## config.mk

```make
export PLATFORM = sky130hd
export DESIGN_NAME = axi_lite_regfile
export DESIGN_NICKNAME = d
export VERILOG_FILES = /design/src/rtl/axi_lite_pkg.sv /design/src/rtl/axi_lite_regfile.sv
export SDC_FILE = /design/constraint.sdc
export NUM_CORES = 1
export LEC_CHECK = 0
export BUFFER_PORTS_ARGS = -buffer_cell sky130_fd_sc_hd__buf_2
export CAP_MARGIN = 15
export CORE_AREA = 2 2 241 243
export CTS_CLUSTER_DIAMETER = 80
export CTS_CLUSTER_SIZE = 12
export DETAILED_ROUTE_END_ITERATION = 7
export DIE_AREA = 0 0 243 245
export PLACE_DENSITY = 0.57
export SLEW_MARGIN = 20
export SYNTH_ARGS = -nofsm -noshare
export SYNTH_HDL_FRONTEND = slang
export SYNTH_SLANG_ARGS = --single-unit
```

## constraint.sdc

```tcl
create_clock -name clk -period 15.9 [get_ports clk]
set_input_delay 3.975 -clock clk [delete_from_list [all_inputs] [get_ports clk]]
set_output_delay 3.975 -clock clk [all_outputs]
set_load 0.03 [all_outputs]
```

## src/rtl/axi_lite_pkg.sv

```systemverilog
// Shared AXI4-Lite definitions: response codes, channel FSM states and the write beat payload.
package axi_lite_pkg;

    localparam logic [1:0] RESP_OKAY   = 2'b00;
    localparam logic [1:0] RESP_SLVERR = 2'b10;

    typedef enum logic {W_IDLE, W_RESP} wr_state_t;
    typedef enum logic {R_IDLE, R_DATA} rd_state_t;

    // Latched write-data beat.
    typedef struct packed {
        logic [31:0] data;
        logic [3:0]  strb;
    } axil_wbeat_t;

endpackage

```

## src/rtl/axi_lite_regfile.sv

```systemverilog
// AXI4-Lite register file: NCTRL R/W control words, NSTAT RO status words, one RO ID word.
// Ports:
//   clk, rst                      clock, async active-high reset
//   s_axi_aw*/w*/b*               write address / data / response channels
//   s_axi_ar*/r*                  read address / data channels
//   ctrl_o                        control words, flattened (word k at [32k+31:32k])
//   ctrl_wr_o                     one-cycle pulse per control word when it is written
//   stat_i                        status words, flattened, sampled at the AR handshake
module axi_lite_regfile
    import axi_lite_pkg::*;
#(
    parameter int unsigned ADDR_W    = 12,
    parameter int unsigned NCTRL     = 8,
    parameter int unsigned NSTAT     = 8,
    parameter logic [31:0] ID_VALUE  = 32'h5A7E_0001,
    parameter logic [31:0] CTRL_INIT = 32'h0
) (
    input  logic                  clk,
    input  logic                  rst,
    input  logic [ADDR_W-1:0]     s_axi_awaddr,
    input  logic                  s_axi_awvalid,
    output logic                  s_axi_awready,
    input  logic [31:0]           s_axi_wdata,
    input  logic [3:0]            s_axi_wstrb,
    input  logic                  s_axi_wvalid,
    output logic                  s_axi_wready,
    output logic [1:0]            s_axi_bresp,
    output logic                  s_axi_bvalid,
    input  logic                  s_axi_bready,
    input  logic [ADDR_W-1:0]     s_axi_araddr,
    input  logic                  s_axi_arvalid,
    output logic                  s_axi_arready,
    output logic [31:0]           s_axi_rdata,
    output logic [1:0]            s_axi_rresp,
    output logic                  s_axi_rvalid,
    input  logic                  s_axi_rready,
    output logic [32*NCTRL-1:0]   ctrl_o,
    output logic [NCTRL-1:0]      ctrl_wr_o,
    input  logic [32*NSTAT-1:0]   stat_i
);

    localparam int unsigned IDX_W  = ADDR_W - 2;
    localparam int unsigned ID_IDX = NCTRL + NSTAT;

    // The whole map must fit in the word-index space.
    generate
        if (NCTRL + NSTAT + 1 > (1 << IDX_W)) begin : g_map_too_big
            $error("axi_lite_regfile: register map does not fit in ADDR_W");
        end
    endgenerate

    // Byte-lane bits of the address do not select anything.
    logic unused_addr_lsbs;
    assign unused_addr_lsbs = ^{s_axi_awaddr[1:0], s_axi_araddr[1:0]};

    // ---------------- write path ----------------
    wr_state_t                w_state, w_state_n;
    logic                     aw_held, aw_held_n, w_held, w_held_n;
    logic [IDX_W-1:0]         aw_idx, aw_idx_n;
    axil_wbeat_t              w_beat, w_beat_n;
    logic                     awready_n, wready_n, bvalid_n;
    logic [1:0]               bresp_n;
    logic [NCTRL-1:0][31:0]   ctrl_q, ctrl_n;
    logic [NCTRL-1:0]         ctrl_wr_n;

    assign ctrl_o = ctrl_q;

    // Write FSM next state: collect AW and W independently, then commit and respond.
    always_comb begin
        w_state_n = w_state;
        aw_held_n = aw_held;
        w_held_n  = w_held;
        aw_idx_n  = aw_idx;
        w_beat_n  = w_beat;
        awready_n = s_axi_awready;
        wready_n  = s_axi_wready;
        bvalid_n  = s_axi_bvalid;
        bresp_n   = s_axi_bresp;
        ctrl_n    = ctrl_q;
        ctrl_wr_n = '0;
        case (w_state)
            W_IDLE: begin
                if (aw_held && w_held) begin
                    bresp_n = RESP_SLVERR;
                    for (int k = 0; k < NCTRL; k++) begin
                        if (aw_idx == IDX_W'(k)) begin
                            for (int b = 0; b < 4; b++) begin
                                if (w_beat.strb[b]) ctrl_n[k][8*b +: 8] = w_beat.data[8*b +: 8];
                            end
                            ctrl_wr_n[k] = 1'b1;
                            bresp_n      = RESP_OKAY;
                        end
                    end
                    bvalid_n  = 1'b1;
                    w_state_n = W_RESP;
                end else begin
                    if (s_axi_awvalid && s_axi_awready) begin
                        aw_held_n = 1'b1;
                        aw_idx_n  = s_axi_awaddr[ADDR_W-1:2];
                    end
                    if (s_axi_wvalid && s_axi_wready) begin
                        w_held_n = 1'b1;
                        w_beat_n = '{data: s_axi_wdata, strb: s_axi_wstrb};
                    end
                    awready_n = ~aw_held_n;
                    wready_n  = ~w_held_n;
                end
            end
            W_RESP: begin
                if (s_axi_bready) begin
                    bvalid_n  = 1'b0;
                    aw_held_n = 1'b0;
                    w_held_n  = 1'b0;
                    awready_n = 1'b1;
                    wready_n  = 1'b1;
                    w_state_n = W_IDLE;
                end
            end
            default: w_state_n = W_IDLE;
        endcase
    end

    // Write FSM registers.
    always_ff @(posedge clk or posedge rst) begin
        if (rst) begin
            w_state       <= W_IDLE;
            aw_held       <= 1'b0;
            w_held        <= 1'b0;
            aw_idx        <= '0;
            w_beat        <= '0;
            s_axi_awready <= 1'b0;
            s_axi_wready  <= 1'b0;
            s_axi_bvalid  <= 1'b0;
            s_axi_bresp   <= RESP_OKAY;
            ctrl_q        <= {NCTRL{CTRL_INIT}};
            ctrl_wr_o     <= '0;
        end else begin
            w_state       <= w_state_n;
            aw_held       <= aw_held_n;
            w_held        <= w_held_n;
            aw_idx        <= aw_idx_n;
            w_beat        <= w_beat_n;
            s_axi_awready <= awready_n;
            s_axi_wready  <= wready_n;
            s_axi_bvalid  <= bvalid_n;
            s_axi_bresp   <= bresp_n;
            ctrl_q        <= ctrl_n;
            ctrl_wr_o     <= ctrl_wr_n;
        end
    end

    // ---------------- read path ----------------
    rd_state_t        r_state, r_state_n;
    logic [IDX_W-1:0] ar_idx;
    logic             arready_n, rvalid_n;
    logic [31:0]      rdata_n;
    logic [1:0]       rresp_n;

    assign ar_idx = s_axi_araddr[ADDR_W-1:2];

    // Read FSM next state: decode and capture at the AR handshake, hold until rready.
    // Uses ctrl_q, so a same-edge write is not visible to this read.
    always_comb begin
        r_state_n = r_state;
        arready_n = s_axi_arready;
        rvalid_n  = s_axi_rvalid;
        rdata_n   = s_axi_rdata;
        rresp_n   = s_axi_rresp;
        case (r_state)
            R_IDLE: begin
                arready_n = 1'b1;
                if (s_axi_arvalid && s_axi_arready) begin
                    arready_n = 1'b0;
                    rvalid_n  = 1'b1;
                    r_state_n = R_DATA;
                    rdata_n   = '0;
                    rresp_n   = RESP_SLVERR;
                    for (int k = 0; k < NCTRL; k++) begin
                        if (ar_idx == IDX_W'(k)) begin
                            rdata_n = ctrl_q[k];
                            rresp_n = RESP_OKAY;
                        end
                    end
                    for (int k = 0; k < NSTAT; k++) begin
                        if (ar_idx == IDX_W'(NCTRL + k)) begin
                            rdata_n = stat_i[32*k +: 32];
                            rresp_n = RESP_OKAY;
                        end
                    end
                    if (ar_idx == IDX_W'(ID_IDX)) begin
                        rdata_n = ID_VALUE;
                        rresp_n = RESP_OKAY;
                    end
                end
            end
            R_DATA: begin
                if (s_axi_rready) begin
                    rvalid_n  = 1'b0;
                    arready_n = 1'b1;
                    r_state_n = R_IDLE;
                end
            end
            default: r_state_n = R_IDLE;
        endcase
    end

    // Read FSM registers.
    always_ff @(posedge clk or posedge rst) begin
        if (rst) begin
            r_state       <= R_IDLE;
            s_axi_arready <= 1'b0;
            s_axi_rvalid  <= 1'b0;
            s_axi_rdata   <= '0;
            s_axi_rresp   <= RESP_OKAY;
        end else begin
            r_state       <= r_state_n;
            s_axi_arready <= arready_n;
            s_axi_rvalid  <= rvalid_n;
            s_axi_rdata   <= rdata_n;
            s_axi_rresp   <= rresp_n;
        end
    end

endmodule

```

Word-level counts from Yosys, hierarchy flattened:

Index checks and enable logic that the tools add are counted.

* bits in registers: 355
* word-level logic and storage cells: 208

* eq/ne operators: 28
* muxes and demuxes: 82
* bitwise operators: 5
* reduce and logical (&&, ||, !) cells: 45

Operator list (count)
* $mux W32: 17
* $reduce_and A4 Y1: 32
* $eq A10 B3 Y1 const B: 8
* $eq A10 B4 Y1 const B: 8
* $mux W2: 25
* $eq A10 B2 Y1 const B: 4
* $mux W1: 29
* $eq A10 B1 Y1 const B: 2
* $logic_not A10 Y1: 2
* $pmux W1 S2: 9
* $mux W8: 2
* $eq A10 B5 Y1 const B: 1
* $ne A2 B2 Y1 const B: 5
* $reduce_and A2 Y1: 5
* $reduce_and A3 Y1: 2
* $not A1 Y1: 5
* $logic_and A1 B1 Y1: 4

Depth between registers and ports, before layout:

Gate-level depths: netlist of the first run.

* word-level depth: 18
* mapped depth: 11
* depth with buffers taken out: 6

Worst setup path after synthesis of the first run:

No wires, ideal clock.

* path kind: in2reg
* from: input port s_axi_araddr[2]
* to: register s_axi_rdata[19]
* library setup time: 0.134 ns
* arrival: 5.714 ns
* required time: 15.766 ns
* slack: 10.052 ns
* cell stages on the path: 8
* buffers on the path: 2
* cells stage by stage: buf_2 buf_2 or4b_2 o21ai_0 a211oi_1 a2111o_1 a211oi_1 nor3_1

* cells in the longest elaborated chain, start to end: 18
* elaborated cells between the ends (all ways): 34

Ends and longest elaborated chain
* from (decl): line axi_lite_regfile.sv:30 `input logic [ADDR_W-1:0] s_axi_araddr,`
* $logic_not A10 Y1: line axi_lite_regfile.sv:179 `if (ar_idx == IDX_W'(k)) begin`
* $mux W32 (8 in a row): line axi_lite_regfile.sv:179
* $mux W32 (8 in a row): line axi_lite_regfile.sv:185 `if (ar_idx == IDX_W'(NCTRL + k)) begin`
* $mux W32 (*): line axi_lite_regfile.sv:190 `if (ar_idx == IDX_W'(ID_IDX)) begin`
* to (signal assigned): line axi_lite_regfile.sv:219 `s_axi_rdata <= rdata_n;`
* to (decl): line axi_lite_regfile.sv:33 `output logic [31:0] s_axi_rdata,`

Mark *: on every way between the ends. The rest lies on a longest branch, timed or not.
A chain may end at the register's enable or synchronous reset.

Worst setup path after layout of the first run:

* from: input port s_axi_araddr[2]
* to: register s_axi_rdata[25]

Same word-level chain as after synthesis.

==> results of run 1 <==
power groups by stage:
stage / registers [mW] / logic [mW] / clock network [mW]
2_1_floorplan: 1.22 / 0.287 / 0
3_3_place_gp: 1.23 / 0.544 / 0
3_5_place_dp: 1.24 / 0.553 / 0
4_1_cts: 1.22 / 0.555 / 0.881
5_1_grt: 1.25 / 0.592 / 0.911
6_report: 1.23 / 0.555 / 0.862
worst max path at each step:
stage                    startpoint              end  cells past startpoint
floorplan                       rst          aw_held                      1
detailed placement  s_axi_araddr[2]  s_axi_rdata[25]                     10
global route        s_axi_araddr[2]  s_axi_rdata[25]                     10
global placement    s_axi_araddr[2]  s_axi_rdata[25]                     10
CTS                 s_axi_araddr[2]  s_axi_rdata[25]                     10
finish              s_axi_araddr[2]  s_axi_rdata[25]                     10
logic make-up (layout without fill, tap and decap cells):
group	count (synthesis)	after routing	synth area share, %
AO/OA/AOI/OAI	547	547	19.9
multiplexers	382	382	22.1
flip-flops	353	353	45.4
AND/OR/NAND/NOR	352	352	9.08
buffers and inverters	154	717	3.51
other	1	9	0.0193
cells in the mapped netlist (6+ instances only):
master and n:
sky130_fd_sc_hd__a2111oi_0 9, sky130_fd_sc_hd__a211oi_1 17, sky130_fd_sc_hd__a21oi_1 84, sky130_fd_sc_hd__a221oi_1 6
sky130_fd_sc_hd__a22o_1 21, sky130_fd_sc_hd__a22oi_1 8, sky130_fd_sc_hd__a2bb2oi_1 37, sky130_fd_sc_hd__a31oi_1 25
sky130_fd_sc_hd__a32oi_1 12, sky130_fd_sc_hd__buf_1 7, sky130_fd_sc_hd__buf_2 41, sky130_fd_sc_hd__buf_4 6
sky130_fd_sc_hd__clkbuf_1 82, sky130_fd_sc_hd__dfrtp_1 353, sky130_fd_sc_hd__inv_1 13, sky130_fd_sc_hd__mux2_2 331
sky130_fd_sc_hd__mux2i_1 46, sky130_fd_sc_hd__nand2_1 101, sky130_fd_sc_hd__nand2_2 16, sky130_fd_sc_hd__nand2b_1 10
sky130_fd_sc_hd__nand3_1 18, sky130_fd_sc_hd__nand4_1 20, sky130_fd_sc_hd__nor2_1 107, sky130_fd_sc_hd__nor2b_1 22
sky130_fd_sc_hd__nor3_1 22, sky130_fd_sc_hd__o2111ai_1 36, sky130_fd_sc_hd__o211ai_1 25, sky130_fd_sc_hd__o21ai_0 97
sky130_fd_sc_hd__o221a_2 16, sky130_fd_sc_hd__o221ai_1 22, sky130_fd_sc_hd__o22ai_1 48, sky130_fd_sc_hd__o2bb2ai_1 7
sky130_fd_sc_hd__o31ai_1 34
layout make-up:
type | count | area share (%)
repair buffers | 651 | 13.9
multi-input cells | 1283 | 41.0
inverters | 13 | 0.231
clock inverters | 8 | 0.344
clock buffers | 45 | 4.26
well taps | 765 | 3.92
flip-flops and latches | 353 | 36.2
diodes | 7 | 0.0718
routing by layer:
metal	routed length (um)	track usage, %	vias to the layer above
met5	33	0	-
met4	3060	9.78	6
met3	8930	8.17	146
met2	41600	46.5	968
met1	40200	42.1	9452
li1	-	-	8008
registers in the layout (all words and copies together), names as in the netlist:
name	cells
ctrl_o	256
w_beat	36
s_axi_rdata	32
aw_idx	10
ctrl_wr_o	8
aw_held	1
r_state	1
s_axi_arready	1
s_axi_awready	1
s_axi_bresp	1
s_axi_bvalid	1
s_axi_rresp	1
s_axi_rvalid	1
s_axi_wready	1
w_held	1
w_state	1
==> metrics.cfg, run 1 <==
[global_routing]
grt_max_degree = 151
grt_pass1_vias = 18133
grt_remaining_overflow = 0
grt_antenna_before_repair = 9
grt_pass1_wl_mm = 133
gr-usage-all-layers_pct = 30.5

[yosys]
dominantRegCellSynth = sky130_fd_sc_hd__dfrtp_1
synth_async_sr_flop_share_pct = 100
yosys_warnings = 0
part_of_the_yosys_area_used_for_sequential_elements_pct = 45.4
post_synth_instance_area_um2 = 19400
syn_inst = 1789
synth.distinct_cells = 76
yosysTopAreaCellShare_pct = 45.4
netlist.top_cell.by_area = sky130_fd_sc_hd__dfrtp_1
yosys-top-cells-area = sky130_fd_sc_hd__dfrtp_1 (45%), sky130_fd_sc_hd__mux2_2 (19%), sky130_fd_sc_hd__o21ai_0 (2.5%), sky130_fd_sc_hd__mux2i_1 (2.4%), sky130_fd_sc_hd__a21oi_1 (2.2%)
synth_edf_count = 0
synth_seq_cells = 353
average_cell_area_after_synthesis_um2 = 10.9

[finish]
layout.nets = 2664
layout.cells.most_common = sky130_fd_sc_hd__buf_2
multi_input_area_um2 = 10000
share_of_cells_above_drive_strength_1_pct = 46.7
post-route-util_pct = 42.8
finalInstanceArea_um2 = 24400
ff_latch_area_um2 = 8830
finalNonFillerCells = 3125
syn_to_final_growth_pct = 25.5
final.fill_count = 5660
layout_common_cells = sky130_fd_sc_hd__buf_2 (619), sky130_fd_sc_hd__dfrtp_1 (353), sky130_fd_sc_hd__mux2_2 (331)

[setup_path]
path_delay_family = buffers and inverters
setup_crit_path_kind = in -> reg
worst-r2r-setup-slack_ns = 13.00
crit_buf_inv = 4
worst-endpoint-arrival_ns = 7.39
critical_path.reg2reg.endpoint = ctrl_o[161]
cp_cell_sequence = buf_6 > buf_12 > nand2b_1 > buf_4 > o22ai_1 > o32a_1 > a2111oi_0 > buf_4 > o21ai_1 > a211oi_1
worst_path_cell_with_the_longest_stage_delay = sky130_fd_sc_hd__buf_12
critPathCaptureType = register
worst-path-max-fanout = 111
timing.critical_path.from_type = primary input
rr_worst_depth = 6
worstPathRequired_ns = 16.38
crit_top_cell = sky130_fd_sc_hd__buf_4
r2r_start = w_held
worst_path_largest_cell_delay_ns = 0.50

[power]
irDropWorstVdd_mv = 0.113
switching_share_pct = 36.0
p_seq_share_pct = 46.5
power.internal_mw = 1.69
total_power_divided_by_cell_area_nw_per_um2 = 109
power_leakage_nw = 12.0
power.share.combinational_pct = 20.9
totalPowerFinal_mw = 2.65
switching_component_of_the_power_mw = 0.954
share_clk_of_total_power_pct = 32.5

[place]
dp_slack_ns = 8.55
buffer_ports.inserted = 621
place.detailed.hpwl_mm = 70.2
detailed_place.area_um2 = 23200
dp_cells = 3064
globalplace.congestion = 0.974

[routing]
postRouteWirelength_mm = 93.8
drt_first_pass_iters = 6
average_wire_per_standard_cell_um = 30.0
detail-route-antenna-nets = 0
avgViaCountPerCell = 5.95
vias = 18580
drt_iter0_drc = 1750
drc_errors = 0

[clock_network]
clock_tree.root_cell = sky130_fd_sc_hd__clkbuf_16
post_cts.resized_instances = 0
cts_setup_buffers = 0
cts_tree = built
cts-buffers-inserted = 39
cts_buffer_depth = 3
numClockSinks = 353
postCtsHoldBufs = 0
clkTransAtPathRegs_ns = 0.05
insertion_delay_ns = 0.57
htreeDepth = 2

[worst_hold_path]
min_path_cells = 1
worstHoldEndpoint = s_axi_rresp[1]
hp-start = s_axi_rresp[1]
hold_class = reg -> reg

[sta]
report.final.setup_viol = 0
fin_crit_ns = 6.91
maxSlewHeadroom_pct = 25.8
worst_pin_slew_ns = 1.11
clock.fmax_mhz = 145
timing.final.hold_violations = 0
timing_max_transition_violations_final = 0
rsz0062_at_grt = false
worst_setup_slack_final_ns = 8.99
setup-tns-final_ns = 0
worst_hold_slack_ns = 0.477
fin_crit_sh_pct = 43.4
fin_skew_ns = 0.0160

[status]
run_status = completed

[die]
core.rowCount = 88
die_area_um2 = 59500
fp.coreArea_um2 = 57000
die_h_um = 245
die_w_um = 243
floorplan.initialDensity_pct = 34.1
ios = 628

[flow_run]
drv_cap = 0

(Power assumes the default switching activity.)
==> run 2, diff against run 1 <==
--- a/config.mk
+++ b/config.mk
@@ -7,11 +7,11 @@
 export LEC_CHECK = 0
 export BUFFER_PORTS_ARGS = -buffer_cell sky130_fd_sc_hd__buf_2
 export CAP_MARGIN = 15
-export CORE_AREA = 2 2 241 243
+export CORE_AREA = 2 2 246 248
 export CTS_CLUSTER_DIAMETER = 80
 export CTS_CLUSTER_SIZE = 12
 export DETAILED_ROUTE_END_ITERATION = 7
-export DIE_AREA = 0 0 243 245
+export DIE_AREA = 0 0 248 250
 export PLACE_DENSITY = 0.57
 export SLEW_MARGIN = 20
 export SYNTH_ARGS = -nofsm -noshare
==> constraint.sdc (replaced) <==
create_clock -name clk -period 5.65 [get_ports clk]
set_input_delay 1.4125 -clock clk [delete_from_list [all_inputs] [get_ports clk]]
set_output_delay 1.4125 -clock clk [all_outputs]
set_load 0.03 [all_outputs]
==> metrics.cfg, run 2 (synthesis gave the netlist of run 1 again) <==
[die]
die_area_um2 = 62000  ; +4.1%
die_w_um = 248  ; +2.1%
core.rowCount = 90  ; +2.3%
ios = 628  ; unchanged
die_h_um = 250  ; +2.0%
floorplan.initialDensity_pct = 32.6  ; -1.5 points
fp.coreArea_um2 = 59600  ; +4.4%

[power]
power_leakage_nw = 12.0  ; +0.35%
switching_share_pct = 35.9  ; -0.11 points
p_seq_share_pct = 47.8  ; +1.3 points
irDropWorstVdd_mv = 0.239  ; +110%
total_power_divided_by_cell_area_nw_per_um2 = 295  ; +170%
share_clk_of_total_power_pct = 30.4  ; -2.1 points
totalPowerFinal_mw = 7.23  ; +170%
switching_component_of_the_power_mw = 2.60  ; +170%
power.internal_mw = 4.63  ; +170%
power.share.combinational_pct = 21.8  ; +0.9 points

[finish]
largest_register_ff_count = 256  ; unchanged
layout.cells.most_common = sky130_fd_sc_hd__buf_2
share_of_cells_above_drive_strength_1_pct = 47.2  ; +0.49 points
layout_common_cells = sky130_fd_sc_hd__buf_2 (619), sky130_fd_sc_hd__dfrtp_1 (353), sky130_fd_sc_hd__mux2_2 (331)
finalInstanceArea_um2 = 24500  ; +0.36%
finalNonFillerCells = 3177  ; +1.7%
layout.nets = 2688  ; +0.90%
syn_to_final_growth_pct = 25.9

[clock_network]
cts_setup_buffers = 0  ; unchanged
cts_tree = built
postCtsHoldBufs = 0  ; unchanged
insertion_delay_ns = 0.56  ; about the same
clkTransAtPathRegs_ns = 0.07  ; +0.02 ns
clock_tree.root_cell = sky130_fd_sc_hd__clkbuf_16
cts-buffers-inserted = 36  ; -7.7%
post_cts.resized_instances = 0  ; unchanged
numClockSinks = 353  ; unchanged
htreeDepth = 2  ; unchanged
cts_buffer_depth = 3  ; unchanged

[routing]
avgViaCountPerCell = 5.93  ; -0.20%
drc_errors = 0  ; unchanged
detail-route-antenna-nets = 0  ; unchanged
drt_iter0_drc = 1970  ; +13%
postRouteWirelength_mm = 102  ; +8.2%
average_wire_per_standard_cell_um = 32.0  ; +6.4%
vias = 18851  ; +1.5%
drt_first_pass_iters = 5  ; -1

[place]
buffer_ports.inserted = 621  ; unchanged
detailed_place.area_um2 = 23500  ; +0.95%
place.detailed.hpwl_mm = 78.7  ; +12%
globalplace.congestion = 1.00  ; +3.1%
dp_cells = 3109  ; +1.5%

[global_routing]
grt_remaining_overflow = 0  ; unchanged
grt_max_degree = 164  ; +8.6%
gr-usage-all-layers_pct = 31.6  ; +1.1 points
grt_pass1_wl_mm = 140  ; +5.6%
grt_antenna_before_repair = 28  ; +19
grt_pass1_vias = 18688  ; +3.1%

[sta]
timing_max_transition_violations_final = 0  ; unchanged
timing.final.hold_violations = 0  ; unchanged
worst_pin_slew_ns = 0.947  ; -0.162 ns
setup-tns-final_ns = 0  ; unchanged
worst_hold_slack_ns = 0.479  ; +0.00177 ns
clock.fmax_mhz = 247
fin_crit_ns = 4.04
fin_skew_ns = 0.0223  ; +0.00636 ns
fin_crit_sh_pct = 71.6
rsz0062_at_grt = false
report.final.setup_viol = 0  ; unchanged
maxSlewHeadroom_pct = 36.9  ; +11 points

[setup_path]
critPathCaptureType = register
worst-endpoint-arrival_ns = 4.53  ; -2.86 ns
setup_crit_path_kind = in -> reg
timing.critical_path.from_type = primary input
worst-path-max-fanout = 27  ; -76%
worstPathRequired_ns = 6.14  ; -10.24 ns

[flow_run]
drv_cap = 0  ; unchanged

[status]
run_status = completed

[worst_hold_path]
hold_class = reg -> reg

run 2: final cells by class:
type / count / area (um2)
Multi-Input combinational cell: 1283 / 10000
Antenna cell: 24 / 60.1
Fill cell: 5988 / 35100
Timing Repair Buffer: 678 / 3590
Inverter: 13 / 52.6
Sequential cell: 353 / 8830
Tap cell: 782 / 978
Clock buffer: 39 / 932
Clock inverter: 5 / 43.8
run 2: per-stage QoR:
stage                     setup WS (ns)  util (%)
final                              1.61      41.1
after detailed placement           1.09      39.4
after global placement             1.12      39.4
after global routing               1.47      41.1
after CTS                          1.68      41.0
after floorplan                  -0.491         -
run 2: worst paths after layout:
check	end	start	cells past startpoint	slack (ns)
min	s_axi_rvalid	s_axi_rvalid	2	0.48
max reg2reg	ctrl_o[211]	w_held	6	2.72
max in group asynchronous	ctrl_o[203]	rst	3	3.37
max	s_axi_rdata[2]	s_axi_araddr[9]	7	1.61
min in group asynchronous	ctrl_wr_o[7]	rst	2	0.96
min reg2reg	s_axi_rvalid	s_axi_rvalid	2	0.48
run 2: routing by layer:
layer | track usage [%] | wire (um) | vias to the layer above
li1 | - | - | 8042
met1 | 42.3 | 42400 | 9641
met2 | 50.2 | 47200 | 1009
met3 | 6.30 | 7990 | 155
met4 | 12.2 | 3870 | 4
met5 | 0 | 27 | -
run 2: critical path, stage by stage:
cell and delay [ns]:
sky130_fd_sc_hd__buf_2 0.12, sky130_fd_sc_hd__or4_2 1.09, sky130_fd_sc_hd__nor3_2 0.75, sky130_fd_sc_hd__a32oi_1 0.22, sky130_fd_sc_hd__o221ai_1 0.56, sky130_fd_sc_hd__a211oi_1 0.17, sky130_fd_sc_hd__o21ai_0 0.16
run 2: power by group through the flow:
stage / Sequential [mW] / Clock, mW / Combinational [mW]
2_1_floorplan: 3.45 / 0 / 0.809
3_3_place_gp: 3.45 / 0 / 1.55
3_5_place_dp: 3.49 / 0 / 1.57
4_1_cts: 3.44 / 2.23 / 1.58
5_1_grt: 3.51 / 2.33 / 1.68
6_report: 3.45 / 2.20 / 1.58
